[src/rtl/bird_motion.sv]
`default_nettype none
// ============================================================================
//  Module   : bird_motion
//  Brief    : Bird vertical motion for a flappy-style game. Synchronizes the
//             slow game clock and the player buttons, then integrates
//             velocity/position once per game tick with ceiling clamp and
//             floor detection (IDLE / RUN / DEAD).
//  Revision : 1.0 - initial release
// ============================================================================
module bird_motion #(
    parameter logic [7:0] Y_START  = 8'd120,
    parameter logic [7:0] Y_MAX    = 8'd239,
    parameter int         GRAVITY  = 1,
    parameter int         FLAP_VEL = -6,
    parameter int         VEL_MAX  = 7
) (
    input  logic              clock_in,
    input  logic              reset_n,
    input  logic              game_clk,
    input  logic              flap,
    input  logic              start,
    output logic [7:0]        bird_y,
    output logic signed [5:0] bird_vel,
    output logic              tick,
    output logic              running,
    output logic              game_over
);

    typedef enum logic [1:0] {
        ST_IDLE = 2'd0,
        ST_RUN  = 2'd1,
        ST_DEAD = 2'd2
    } state_t;

    // 10-bit signed working copies of the motion constants
    localparam logic signed [9:0] c_gravity  = 10'(GRAVITY);
    localparam logic signed [9:0] c_flap_vel = 10'(FLAP_VEL);
    localparam logic signed [9:0] c_vel_max  = 10'(VEL_MAX);
    localparam logic signed [9:0] c_y_max    = {2'b00, Y_MAX};

    // Bit 0/1: two-flop synchronizer, bit 2: edge-detect history
    logic [2:0]        r_gclk_sync;
    logic [2:0]        r_flap_sync;
    logic [2:0]        r_start_sync;
    // Edge detection stays masked until the edge-detect stage holds a real
    // post-reset sample, so levels already high in reset create no edge.
    logic [1:0]        r_arm_cnt;
    logic              r_tick;
    logic              r_pend;
    logic [7:0]        r_y;
    logic signed [5:0] r_vel;
    state_t            r_state;

    logic              w_armed;
    logic              w_gclk_rise;
    logic              w_flap_rise;
    logic              w_start_rise;
    logic              w_flap_now;
    logic signed [9:0] w_vel_ext;
    logic signed [9:0] w_vel_inc;
    logic signed [9:0] w_vel_calc;
    logic signed [9:0] w_y_ext;
    logic signed [9:0] w_y_calc;
    state_t            w_state_d;
    logic [7:0]        w_y_d;
    logic signed [5:0] w_vel_d;
    logic              w_pend_d;

    assign w_armed      = (r_arm_cnt == 2'd3);
    assign w_gclk_rise  = w_armed & r_gclk_sync[1]  & ~r_gclk_sync[2];
    assign w_flap_rise  = w_armed & r_flap_sync[1]  & ~r_flap_sync[2];
    assign w_start_rise = w_armed & r_start_sync[1] & ~r_start_sync[2];

    // Synchronize asynchronous inputs, arm edge detection, register the tick
    always_ff @(posedge clock_in or negedge reset_n) begin
        if (!reset_n) begin
            r_gclk_sync  <= '0;
            r_flap_sync  <= '0;
            r_start_sync <= '0;
            r_arm_cnt    <= '0;
            r_tick       <= 1'b0;
        end else begin
            r_gclk_sync  <= {r_gclk_sync[1:0], game_clk};
            r_flap_sync  <= {r_flap_sync[1:0], flap};
            r_start_sync <= {r_start_sync[1:0], start};
            if (r_arm_cnt != 2'd3) begin
                r_arm_cnt <= r_arm_cnt + 2'd1;
            end
            r_tick       <= w_gclk_rise;
        end
    end

    // Motion arithmetic: a flap arriving in the tick cycle counts for that tick
    always_comb begin
        w_flap_now = r_pend | w_flap_rise;
        w_vel_ext  = {{4{r_vel[5]}}, r_vel};
        w_vel_inc  = w_vel_ext + c_gravity;
        if (w_flap_now) begin
            w_vel_calc = c_flap_vel;
        end else if (w_vel_inc > c_vel_max) begin
            w_vel_calc = c_vel_max;
        end else begin
            w_vel_calc = w_vel_inc;
        end
        w_y_ext  = {2'b00, r_y};
        w_y_calc = w_y_ext + w_vel_calc;
    end

    // Next state and next motion values
    always_comb begin
        w_state_d = r_state;
        w_y_d     = r_y;
        w_vel_d   = r_vel;
        w_pend_d  = 1'b0;
        case (r_state)
            ST_IDLE: begin
                w_y_d   = Y_START;
                w_vel_d = '0;
                if (w_start_rise) begin
                    w_state_d = ST_RUN;
                end
            end
            ST_RUN: begin
                if (r_tick) begin
                    if (w_y_calc < 10'sd0) begin
                        w_y_d   = '0;
                        w_vel_d = w_vel_calc[5:0];
                    end else if (w_y_calc >= c_y_max) begin
                        w_y_d     = Y_MAX;
                        w_vel_d   = '0;
                        w_state_d = ST_DEAD;
                    end else begin
                        w_y_d   = w_y_calc[7:0];
                        w_vel_d = w_vel_calc[5:0];
                    end
                end else begin
                    w_pend_d = r_pend | w_flap_rise;
                end
            end
            ST_DEAD: begin
                if (w_start_rise) begin
                    w_state_d = ST_IDLE;
                    w_y_d     = Y_START;
                    w_vel_d   = '0;
                end
            end
            default: begin
                w_state_d = ST_IDLE;
                w_y_d     = Y_START;
                w_vel_d   = '0;
            end
        endcase
    end

    // FSM state register
    always_ff @(posedge clock_in or negedge reset_n) begin
        if (!reset_n) begin
            r_state <= ST_IDLE;
        end else begin
            r_state <= w_state_d;
        end
    end

    // Bird position, velocity and pending-flap registers
    always_ff @(posedge clock_in or negedge reset_n) begin
        if (!reset_n) begin
            r_y    <= Y_START;
            r_vel  <= '0;
            r_pend <= 1'b0;
        end else begin
            r_y    <= w_y_d;
            r_vel  <= w_vel_d;
            r_pend <= w_pend_d;
        end
    end

    assign bird_y    = r_y;
    assign bird_vel  = r_vel;
    assign tick      = r_tick;
    assign running   = (r_state == ST_RUN);
    assign game_over = (r_state == ST_DEAD);

endmodule
`default_nettype wire
[config.mk]
export PLATFORM = sky130hd
export DESIGN_NAME = bird_motion
export DESIGN_NICKNAME = d
export VERILOG_FILES = /design/src/rtl/bird_motion.sv
export SDC_FILE = /design/constraint.sdc
export NUM_CORES = 1
export LEC_CHECK = 0
export BUFFER_PORTS_ARGS = -buffer_cell sky130_fd_sc_hd__buf_2
export CAP_MARGIN = 20
export CORE_UTILIZATION = 52
export DETAILED_ROUTE_END_ITERATION = 10
export PLACE_DENSITY = 0.76
export SKIP_LAST_GASP = 1
export SYNTH_ARGS = -nofsm -noshare
export SYNTH_HDL_FRONTEND = slang
export SYNTH_SLANG_ARGS = --single-unit
[constraint.sdc]
create_clock -name clock_in -period 3.6 [get_ports clock_in]
set_input_delay 0.9 -clock clock_in [delete_from_list [all_inputs] [get_ports clock_in]]
set_output_delay 0.9 -clock clock_in [all_outputs]
set_load 0.05 [all_outputs]
==> metrics, run 1 <==
layout cells sized above 1=49.8%; Sink Count=29; initial antenna violation count=0; IO Pins=22; Max-Slew Margin vs Limit=57.3%; DRT Pass-1 Iters=5; final hold viol count=0; Routed Antenna Nets=0; Post-CTS Hold Buffers=0; Clock Latency Late Sink=0.35 ns; clock-pin slew of the registers on the worst-case setup and hold paths=approximately 0.09 ns; YS warnings=0; status=finished with violations; wire per inst=21.8 µm; critical path class=reg -> reg; CP peak stage delay=0.57 ns; Seq cells post-synth=29; final worst-path cycle share=105%; Die Ht=60.5 µm; Final HPWL DP=between 3000 and 4000 µm; Area Growth Syn to Fin=44.9%; CTS Root Cell=clkbuf_4; gpl congestion=0.870; EDFF count, synth=0; skew final=about 0.011 ns; count of nets after finishing=252; PnR worst setup slack=-0.173 ns; HP Class=reg -> reg; number of global-route vias before repair=1678; core region area=~0.0032 mm²; die extent in x=60.5 µm; Critical Path Fanout Max=7; RSZ-0062 raised after global routing=true; H-tree levels=2; most frequent cells in the layout=buf_4, dfrtp_1, buf_2; first-pass GRT wire length=8350 µm; Req. time, crit path=around 3.8 ns; CTS tree=built; Worst Max-Slew Pin Slew=0.641 ns; dpl cell area=0.00216 mm²; CP Capture Type=register; ys async rst share=100%; CTS max path bufs=2; Max Clock Freq=265 MHz; Post-Syn Area per Cell=between 10 and 15 µm²; GRT Total Usage=32.3%; largest net degree at the start of global routing=30; DR iter-0 viols=~150; design area=0.00258 mm²; violated checks=negative setup slack; max cap viols=0; Arr. time, crit path=4.00 ns; Synth Flop Type=dfrtp_1; row count=20; GRT overflow=0; die area=0.00366 mm²; critical-path cell list=nand3_1 > nor2_2 > xnor2_2 > a32oi_4 > buf_6 > o21ai_4 > inv_2 > ha_4 > fa_2 > nand2_1 > nor2_1 > nand3_4 > a311oi_4 > a21oi_4 > o311a_1; Max Slew Vio Count=0; Final min period=3.77 ns; startpoint types=register; area of the mapped netlist=0.00178 mm²; Total Routed Length=6070 µm; Distinct cells, synth=51; delay-heaviest family, CP=compound AO/OA/AOI/OAI gates; CP max-delay cell=fa_2; cells after synthesis=175; diode count=0; Synth Net Count=193; Setup TNS Final=-1.48 ns; # DRC=0; final setup vio count=13; Vias=1815; Initial Utilization=56.4%; crit path buf inv count=2; vias per cell=~6.5; I/O Buffers=21; sequential area share after synthesis=41.1%; Num CTS Buffers=5; most common cell after layout, fill and taps aside=buf_4
## timing repair
item | 4_1_cts | 5_1_grt
cloned | 0 | 0
hold endpoints to repair | 0 | 0
endpoints found under the setup margin | 16 | 16
gates resized for setup | 18 | 27
setup buffers | 7 | 7
pin swaps | 14 | 19
## Yosys cell counts, drive strengths merged (4+ instances only)
library cell / n / share of area [%]
nand2: 19 / 4.1
a21oi: 10 / 3.2
nand3: 6 / 1.7
dfrtp: 25 / 35
nor3: 4 / 1.4
ha: 12 / 8.4
o21ai: 13 / 3.7
a211oi: 5 / 2.8
a31o: 4 / 2.0
xor2: 5 / 2.5
inv: 11 / 2.3
nor2: 7 / 1.5
xnor2: 6 / 3.0
dfstp: 4 / 5.9
## layer usage
layer / GRT usage, % / share of wire, % / vias up
met3: 6.82 / 6.7 / 29
met2: 55.9 / 50 / 128
met4: 12.0 / 4.4 / 0
met5: 0 / 0 / -
li1: - / - / 774
met1: 39.7 / 39 / 884
## layout make-up
cell class / count / area [µm²]
fillers: 185 / 574
multi-input cells: 132 / 1290
clock buffers: 7 / 55.1
well taps: 44 / 55.1
flip-flops and latches: 29 / 734
inverters: 11 / 41.3
clock inverters: 1 / 30.0
repair buffers: 55 / 369
## worst paths after layout
kind                                               start                       end  slack [ns]  cells past startpoint
worst max-delay path             bird_vel[2]$_DFFE_PN0P_    r_state[0]$_DFFE_PN0P_       -0.17                     15
worst min register to register  r_gclk_sync[0]$_DFF_PN0_  r_gclk_sync[1]$_DFF_PN0_        0.37                      0
max in group asynchronous                        reset_n   bird_vel[0]$_DFFE_PN0P_        2.58                      1
min in group asynchronous                        reset_n  r_flap_sync[2]$_DFF_PN0_        0.56                      1
worst max register to register   bird_vel[2]$_DFFE_PN0P_    r_state[0]$_DFFE_PN0P_       -0.17                     15
worst min-delay path            r_gclk_sync[0]$_DFF_PN0_  r_gclk_sync[1]$_DFF_PN0_        0.37                      0
## sequential cells by signal, indices dropped and copies added (netlist names)
register,cells
bird_y,8
bird_vel,6
r_flap_sync,3
r_gclk_sync,3
r_start_sync,3
r_arm_cnt,2
r_state,2
r_pend,1
tick,1
## worst reg2reg max path: cells and delay by family, from the launching register on
| kind | cells | cell delay [ns] |
|---|---|---|
| DFF | 1 | 0.50 |
| xor gates and xnor gates | 1 | 0.17 |
| and+or+nand+nor | 5 | 0.80 |
| buffers and inverters | 2 | 0.23 |
| AOI/OAI and AO/OA | 5 | 1.24 |
| adders and majority gates | 2 | 0.74 |
## kinds of logic after synthesis
kind of cell | after synthesis | share of synthesized area (%)
AOI/OAI and AO/OA | 60 | 27.4
and+or+nand+nor | 47 | 12.9
DFF | 29 | 41.1
buffers and inverters | 14 | 3.02
adders and majority gates | 13 | 9.56
xor gates and xnor gates | 11 | 5.41
muxes | 1 | 0.633
## per-stage QoR
stage	hold slack (ns)	std cells	utilization (%)	setup WS (ns)
5_1_grt	0.372	279	81.8	-0.314
2_1_floorplan	0.331	175	-	-0.0667
3_5_place_dp	0.337	257	68.5	-0.217
6_report	0.366	279	81.8	-0.173
4_1_cts	0.368	272	75.8	-0.0531
3_3_place_gp	0.332	257	68.5	-0.0854
Power of run 1 is left out: the tool's default activity adds up to more than one toggle a clock period on the data nets, which glitch-free logic cannot reach.
==> inputs of run 2 (changes only) <==
--- a/config.mk
+++ b/config.mk
@@ -7,6 +7,7 @@
 export LEC_CHECK = 0
 export BUFFER_PORTS_ARGS = -buffer_cell sky130_fd_sc_hd__buf_2
 export CAP_MARGIN = 20
+export CORE_ASPECT_RATIO = 1.2
 export CORE_UTILIZATION = 52
 export DETAILED_ROUTE_END_ITERATION = 10
 export PLACE_DENSITY = 0.76
==> metrics, run 2 (synthesized netlist as in run 1, its figures left out) <==
status=finished with violations; violated checks=negative setup slack; I/O Buffers=21; Hold Path End=r_start_sync[1]$_DFF_PN0_; # DRC=0; critical path class=reg -> reg; Clock Latency Late Sink=about 0.33 ns; Worst Max-Slew Pin Slew=0.809 ns; FF-to-FF End=r_state[0]$_DFFE_PN0P_; die extent in x=55.4 µm; Hold Path Cell Cnt=0; final setup vio count=4; final worst-path cycle share=101%; final hold viol count=0; Multi-input gate area=0.00121 mm²; most frequent cells in the layout=buf_4, dfrtp_1, buf_2; layout cells sized above 1=46.1%; Final min period=between 3 and 4 ns; count of nets after finishing=245; CP Capture Type=register; gpl congestion=roughly 0.85; DR iter-0 viols=approximately 120; Total Routed Length=around 4300 µm; Max Slew Vio Count=0; CTS Root Cell=clkbuf_4; CTS max path bufs=2; HP Class=reg -> reg; GRT overflow=0; max FFs per register=8; R2R depth=13; Arr. time, crit path=3.86 ns; CTS tree=built; critical-path cell list=ha_4 > xnor2_2 > or4_4 > a32oi_4 > or2_4 > buf_6 > fa_2 > xor2_2 > nand4_1 > or2_1 > a311oi_4 > a21oi_4 > o311a_1; Max Clock Freq=about 270 MHz; register area=734 µm²; H-tree levels=2; startpoint types=register; Routed Antenna Nets=0; DRT Pass-1 Iters=4; Reg2Reg Launch Point=bird_vel[1]$_DFFE_PN0P_; diode count=0; number of global-route vias before repair=roughly 1500; Critical Path Fanout Max=6; Area Growth Syn to Fin=35.9%; die area=0.00366 mm²; Sink Count=29; Req. time, crit path=3.82 ns; Vias=about 1600; PnR worst setup slack=-0.0390 ns; core region area=0.00317 mm²; RSZ-0062 raised after global routing=true; vias per cell=5.95; IO Pins=22; Num CTS Buffers=5; clock-pin slew of the registers on the worst-case setup and hold paths=0.10 ns; wire per inst=16.3 µm; most common cell after layout, fill and taps aside=buf_4; hold path startpoint=r_start_sync[0]$_DFF_PN0_; Initial Utilization=56.2%; Max-Slew Margin vs Limit=45.9%; row count=22; delay-heaviest family, CP=compound AO/OA/AOI/OAI gates; Post-CTS Hold Buffers=0; crit path buf inv count=1; largest net degree at the start of global routing=30; CP max-delay cell=dfrtp_2; Die Ht=66.1 µm; first-pass GRT wire length=6890 µm; Setup TNS Final=-0.136 ns; initial antenna violation count=0; Worst R2R Setup Slack=-0.04 ns; CP peak stage delay=0.46 ns; Final HPWL DP=3150 µm; max cap viols=0; skew final=0.0176 ns; GRT Total Usage=approximately 25%; fillcell total=221
run 2: metrics by stage:
step / instances / hold slack [ns] / utilization [%] / setup slack [ns] / cell area, µm²
after floorplan: 175 / 0.331 / - / -0.0667 / 1860
after global placement: 242 / 0.335 / 66.2 / -0.0122 / 2100
after detailed placement: 242 / 0.350 / 66.2 / -0.107 / 2100
after CTS: 253 / 0.376 / 70.4 / 0.00778 / 2230
after global routing: 264 / 0.378 / 76.4 / -0.189 / 2420
final: 264 / 0.367 / 76.4 / -0.0390 / 2420
run 2: worst max path at each step:
| stage | startpoint | end | cells after the start |
|---|---|---|---|
| after floorplan | bird_vel[0]$_DFFE_PN0P_ | r_state[0]$_DFFE_PN0P_ | 14 |
| after global placement | bird_vel[0]$_DFFE_PN0P_ | r_state[0]$_DFFE_PN0P_ | 14 |
| after detailed placement | bird_vel[0]$_DFFE_PN0P_ | bird_vel[0]$_DFFE_PN0P_ | 13 |
| after CTS | bird_vel[0]$_DFFE_PN0P_ | bird_vel[0]$_DFFE_PN0P_ | 14 |
| after global routing | bird_vel[1]$_DFFE_PN0P_ | bird_vel[2]$_DFFE_PN0P_ | 14 |
| final | bird_vel[1]$_DFFE_PN0P_ | r_state[0]$_DFFE_PN0P_ | 13 |
run 2: cell type report:
| cell class | count | area share, % |
|---|---|---|
| multi-input cells | 132 | 49.9 |
| flip-flops and latches | 29 | 30.4 |
| repair buffers | 48 | 12.9 |
| well taps | 36 | 1.86 |
| clock buffers | 6 | 1.71 |
| inverters | 11 | 1.71 |
| clock inverters | 2 | 1.45 |
run 2: layer usage:
layer  vias to the layer above  track usage [%]  part of all wire (%)
met5                         -                0                     0
met2                        37             45.5                    54
met3                        13             2.94                   2.4
met4                         0             12.5                   2.4
li1                        764                -                     -
met1                       757             28.3                    42
run 2: repair_timing:
action	CTS	global route
endpoints found under the setup margin	13	14
pin swaps	8	26
resized for setup	8	27
buffers inserted	3	10
Power of run 2 is left out for the same reason.
